[config.mk]
export PLATFORM = sky130hd
export DESIGN_NAME = time_keeper
export DESIGN_NICKNAME = d
export VERILOG_FILES = /design/src/rtl/time_keeper.sv
export SDC_FILE = /design/constraint.sdc
export NUM_CORES = 1
export LEC_CHECK = 0
export CORE_MARGIN = 1
export CORE_UTILIZATION = 35
export CTS_CLUSTER_SIZE = 30
export DETAILED_ROUTE_END_ITERATION = 7
export GPL_TIMING_DRIVEN = 0
export SETUP_SLACK_MARGIN = 0.02
export SLEW_MARGIN = 10
export SYNTH_ARGS = -nofsm -noshare
export SYNTH_HDL_FRONTEND = slang
export SYNTH_SLANG_ARGS = --single-unit
[constraint.sdc]
create_clock -name clk -period 3.86 [get_ports clk]
set_clock_uncertainty 0.2 [all_clocks]
set_input_delay 0.386 -clock clk [delete_from_list [all_inputs] [get_ports clk]]
set_output_delay 0.386 -clock clk [all_outputs]
set_load 0.05 [all_outputs]
[src/rtl/time_keeper.sv]
// Time-of-day counter (24 h) with a per-second prescaler and a level load handshake.
// Outputs are registered one cycle after the deciding edge; there is no backpressure path.
module time_keeper #(
    parameter int TICKS_PER_SEC = 100000000
) (
    input  logic       clk,
    input  logic       reset_n,
    input  logic       run_en,
    input  logic       load_req,
    input  logic [4:0] load_hour,
    input  logic [5:0] load_min,
    input  logic [5:0] load_sec,
    output logic       load_ack,
    output logic       load_err,
    output logic [4:0] cur_hour,
    output logic [5:0] cur_min,
    output logic [5:0] cur_sec,
    output logic       sec_pulse,
    output logic       day_wrap,
    output logic       running
);

    localparam int PW = (TICKS_PER_SEC > 1) ? $clog2(TICKS_PER_SEC) : 1;
    localparam logic [PW-1:0] TERM = PW'(TICKS_PER_SEC - 1);

    typedef enum logic {
        READY,
        WAIT_REL
    } state_t;

    state_t        state;
    logic [PW-1:0] presc;

    logic load_ok;
    logic accept;
    logic reject;
    logic tick;
    logic at_max;

    assign load_ok = (load_hour <= 5'd23) && (load_min <= 6'd59) && (load_sec <= 6'd59);
    assign accept  = (state == READY) && load_req && load_ok;
    assign reject  = (state == READY) && load_req && !load_ok;
    assign tick    = run_en && (presc == TERM);
    assign at_max  = (cur_hour == 5'd23) && (cur_min == 6'd59) && (cur_sec == 6'd59);

    always_ff @(posedge clk or negedge reset_n) begin
        if (!reset_n) begin
            state     <= READY;
            presc     <= '0;
            cur_hour  <= '0;
            cur_min   <= '0;
            cur_sec   <= '0;
            load_ack  <= 1'b0;
            load_err  <= 1'b0;
            sec_pulse <= 1'b0;
            day_wrap  <= 1'b0;
            running   <= 1'b0;
        end else begin
            running  <= run_en;
            load_ack <= accept;
            load_err <= reject;
            // An accepted load on the terminal-count edge swallows that tick.
            sec_pulse <= tick && !accept;
            day_wrap  <= tick && !accept && at_max;

            case (state)
                READY:    if (load_req)  state <= WAIT_REL;
                WAIT_REL: if (!load_req) state <= READY;
                default:  state <= READY;
            endcase

            if (accept) begin
                cur_hour <= load_hour;
                cur_min  <= load_min;
                cur_sec  <= load_sec;
                presc    <= '0;
            end else if (run_en) begin
                if (tick) begin
                    presc <= '0;
                    if (cur_sec == 6'd59) begin
                        cur_sec <= '0;
                        if (cur_min == 6'd59) begin
                            cur_min  <= '0;
                            cur_hour <= (cur_hour == 5'd23) ? 5'd0 : cur_hour + 5'd1;
                        end else begin
                            cur_min <= cur_min + 6'd1;
                        end
                    end else begin
                        cur_sec <= cur_sec + 6'd1;
                    end
                end else begin
                    presc <= presc + PW'(1);
                end
            end
        end
    end

endmodule

# Word-level counts from Yosys, hierarchy flattened
# Cells that the tools add are included.
# op_classes
n_addsub,4
order_cmp,3
eq_ne,4
n_mux,19
bitwise,1
n_reduce_logical,19
# op_table
op,n
27-bit 2-to-1 mux,3
6-bit 2-to-1 mux,9
5-bit 2-to-1 mux,6
27-bit by 1-bit adder with 27-bit output (second input constant),1
27-bit equality test (second input constant),1
6-bit by 1-bit adder with 6-bit output (second input constant),2
6-bit equality test (second input constant),2
6-bit less-or-equal comparator (second input constant),2
1-bit logical AND,10
2-bit nonzero test,4
5-bit by 1-bit adder with 5-bit output (second input constant),1
5-bit equality test (second input constant),1
5-bit less-or-equal comparator (second input constant),1
4-bit AND reduction,1
3-bit AND reduction,1
1-bit zero test,2
2-bit AND reduction,1
1-bit 2-to-1 mux,1
1-bit inverter,1
# word_totals
ff_bits,50
inputBits,21
output_inout_bits,22
wordCells,60

# Logic depth before layout (Yosys ltp)
# logic_depth
ltp_word,7
mapped_depth,7
mapped_depth_nobuf,6

# Worst setup path after synthesis
# OpenSTA, ideal clock, no wires.
# synth_timing
kind,register to register
startpoint,register presc[2]
endpoint,register presc[19]
setup_time_ps,78
t_arrival_ps,2298
required_ps,3582
path_slack_ps,1284
stages_incl_launch_ff,7
path_buffers,1
synth_period_minus_slack_ps,2576
cell_sequence,dfrtp_1 nand3_4 or4_1 buf_2 or4_4 or4b_1 a21oi_1
# synth_via
elab_chain_cells,5
word_cells_on_any_way,6
classes_between,add/sub: 1; eq/ne: 1; mux: 3; reduce/logical: 1
# synth_lines
element,line_no,text
start: declaration,32,logic [PW-1:0] presc;
start signal: assignment,92,presc <= presc + PW'(1);
branches (longest 2 deep; another with 27-bit by 1-bit adder with 27-bit output),--,
27-bit 2-to-1 mux *,78,if (tick) begin
27-bit 2-to-1 mux *,77,end else if (run_en) begin
27-bit 2-to-1 mux *,72,if (accept) begin
# Mark *: on every way between the ends. The select of a mux whose other input is x is not followed.
# A chain may end at the register's enable or synchronous reset.

# Worst setup path after layout
# layout_timing
startpoint,register presc[0]
endpoint,register presc[18]
# Same word-level chain as after synthesis.

==> flow_summary.json <==
{
  "status": "finished clean",
  "holdWs_ns": 0.3116,
  "max-cap-violations": 0,
  "hold_depth": 2,
  "final_common_cell": "dfrtp_1",
  "post-dp-hpwl_um": 5333,
  "setup_viol": 0,
  "place_inst": 463,
  "synth_cell_types": 46,
  "synth_seq_area_share_pct": 44.94,
  "layoutNonFillerInstCount": 472,
  "cts_sinks": 50,
  "cts_root_buffer": "clkbuf_8",
  "ctsHtreeMaxLevel": 2,
  "cts_made_buffers": 5,
  "synth-main-ff-cell": "dfrtp_1",
  "layout_common_cells": "dfrtp_1 (50), clkdlybuf4s50_1 (41), nor2_1 (38), nand2_1 (36), nand3_1 (24)",
  "cts_tree": "built",
  "finish.instance_area_sq_mm": 0.003452,
  "area_growth_pct": 24.00,
  "viasPerCell": 5.549,
  "cts.reportedPaths.clkPinSlew_ns": 0.10,
  "crit_type": "reg2reg",
  "max_freq_mhz": 315.7,
  "wl_um": 7306,
  "period_needed_ns": 3.168,
  "placed_area_sq_mm": 0.003347,
  "antenna_found_initial": 0,
  "setup_tns_ns": 0,
  "syn_nets": 343,
  "die_w_um": 91.19,
  "powerDensity_mw_per_mm2": 389.8,
  "syn_inst": 318,
  "crit_fanout": 10,
  "drc": 0,
  "clk_latency_ns": 0.30,
  "drv_slew": 0,
  "synth_edf_count": 0,
  "async_reset_ff_share_pct": 100.0,
  "hp-class": "reg2reg",
  "die_height_um": 91.19,
  "wire_per_inst_um": 15.48,
  "drt_iter0_drc": 125,
  "hold_viol_final": 0,
  "synth_seq_cells": 50,
  "core.rowCount": 32,
  "synth_warnings": 0,
  "port_buffers": 42,
  "arrival_ns": 3.14,
  "utilization_pct": 44.67,
  "layout-drive-gt1-share_pct": 5.676,
  "rsz0062_at_grt": "false",
  "syn_area_per_cell_sq_um": 8.754,
  "grt-ovfl-total": 0,
  "rrSetupSlack_ns": 0.69,
  "ant_nets": 0,
  "cp.required_ns": 3.83,
  "num_vias": 2619,
  "endpoint_kind": "flop",
  "grt_usage_pct": 18.39,
  "grt_max_degree": 28,
  "reg2reg_depth": 7,
  "tightest_slew_ns": 0.8767,
  "start_util_pct": 36.03,
  "antenna_cells": 0,
  "routabilityCongestion": 0.8953,
  "start_kind": "flop",
  "finalPower_mw": 1.346,
  "dieArea_sq_mm": 0.008315,
  "clockBufferDepth": 2,
  "dp_slack_ns": 0.3935,
  "grt_pass1_vias": 2469,
  "grt_pass1_wl_um": 12240,
  "irDropWorstVdd_uv": 149.5,
  "num-nets-final": 394,
  "slew_headroom_pct": 41.01,
  "io_pins": 43,
  "core_sq_mm": 0.007727,
  "period_share_pct": 82.07,
  "syn_area_sq_mm": 0.002784,
  "setup_slack_ns": 0.6922,
  "ctsResizeCount": 0,
  "drt_pass1_iterations": 4,
  "p_leak_nw": 1.310
}
==> per-layer routing <==
| layer | global-route usage [%] | wire, um | vias up |
|---|---|---|---|
| met5 | 0 | 0 | - |
| li1 | - | - | 1271 |
| met4 | 4.894 | 77 | 0 |
| met2 | 30.43 | 3399 | 77 |
| met3 | 3.266 | 438 | 7 |
| met1 | 24.76 | 3390 | 1264 |
==> what timing repair did <==
action,in CTS,in global routing
endpoints found under the setup margin,0,0
hold buffers,1,0
setup buffers,0,0
hold endpoints to repair,23,0
==> cells by family after synthesis <==
logic type	after synthesis	share of synthesized area, %
AO/OA/AOI/OAI	63	14.11
XOR/XNOR	15	4.719
adder cells (fa/ha/maj)	4	1.798
buffers and inverters	21	2.876
flip-flops	50	44.94
multiplexers	2	0.7191
AND/OR/NAND/NOR	163	30.83
==> worst max-delay path, stage by stage (launching register included) <==
cell      delay, ns
dfrtp_1        0.46
ha_1           0.33
nand4_1        0.14
nor4_1         0.69
nand2_1        0.36
nand2_1        0.36
clkbuf_1       0.39
nor2_1         0.10
==> registers in the layout, indices dropped and copies added (netlist names) <==
name       count
presc         27
cur_min        6
cur_sec        6
cur_hour       5
day_wrap       1
load_ack       1
load_err       1
running        1
sec_pulse      1
state          1
==> final timing paths <==
kind	from	end
min	state$_DFF_PN0_	load_err$_DFF_PN0_
min in group asynchronous	reset_n	cur_min[1]$_DFFE_PN0P_
max in group asynchronous	reset_n	presc[26]$_DFFE_PN0P_
min reg2reg	state$_DFF_PN0_	load_err$_DFF_PN0_
max	presc[0]$_DFFE_PN0P_	presc[18]$_DFFE_PN0P_
max reg2reg	presc[0]$_DFFE_PN0P_	presc[18]$_DFFE_PN0P_
==> where the power goes <==
part	leakage (nW)	internal, mW	total, mW	switching [mW]
clock network	0.0472	0.144	0.321	0.176
logic	0.630	0.139	0.373	0.234
registers	0.633	0.575	0.652	0.0765
==> cell usage after synthesis (all sizes together) (2+ instances only) <==
cell     n  area [sq um]
nor2    38         142.6
o211ai   6         45.04
a31oi   13         81.33
nand3   25         137.6
nor4     8         56.30
or4b     2         20.02
xnor2    7         61.31
nor3     6         35.03
ha       4         50.05
nand3b   3         22.52
o31ai    2         15.01
dfrtp   50          1251
or4     10         80.08
a21oi   14         70.07
nand2   36         135.1
nand2b   3         18.77
and2     3         18.77
nand4   14         87.58
or2      2         12.51
xor2     8         70.07
a41oi    2         17.52
clkbuf   9         33.78
inv      8         30.03
mux2i    2         20.02
o21ai   17         85.08
buf      4         16.26
nand4b   2         17.52
or3      9         58.80
==> cell type report <==
cell class                      instances  area, sq um
Buffer                                 13        50.05
Clock buffer                            6        82.58
Clock inverter                          2        12.51
Fill cell                             764         4275
Inverter                                8        30.03
Multi-Input combinational cell        247         1453
Sequential cell                        50         1251
Tap cell                              102        127.6
Timing Repair Buffer                   44        445.4
(Power assumes the default switching activity.)
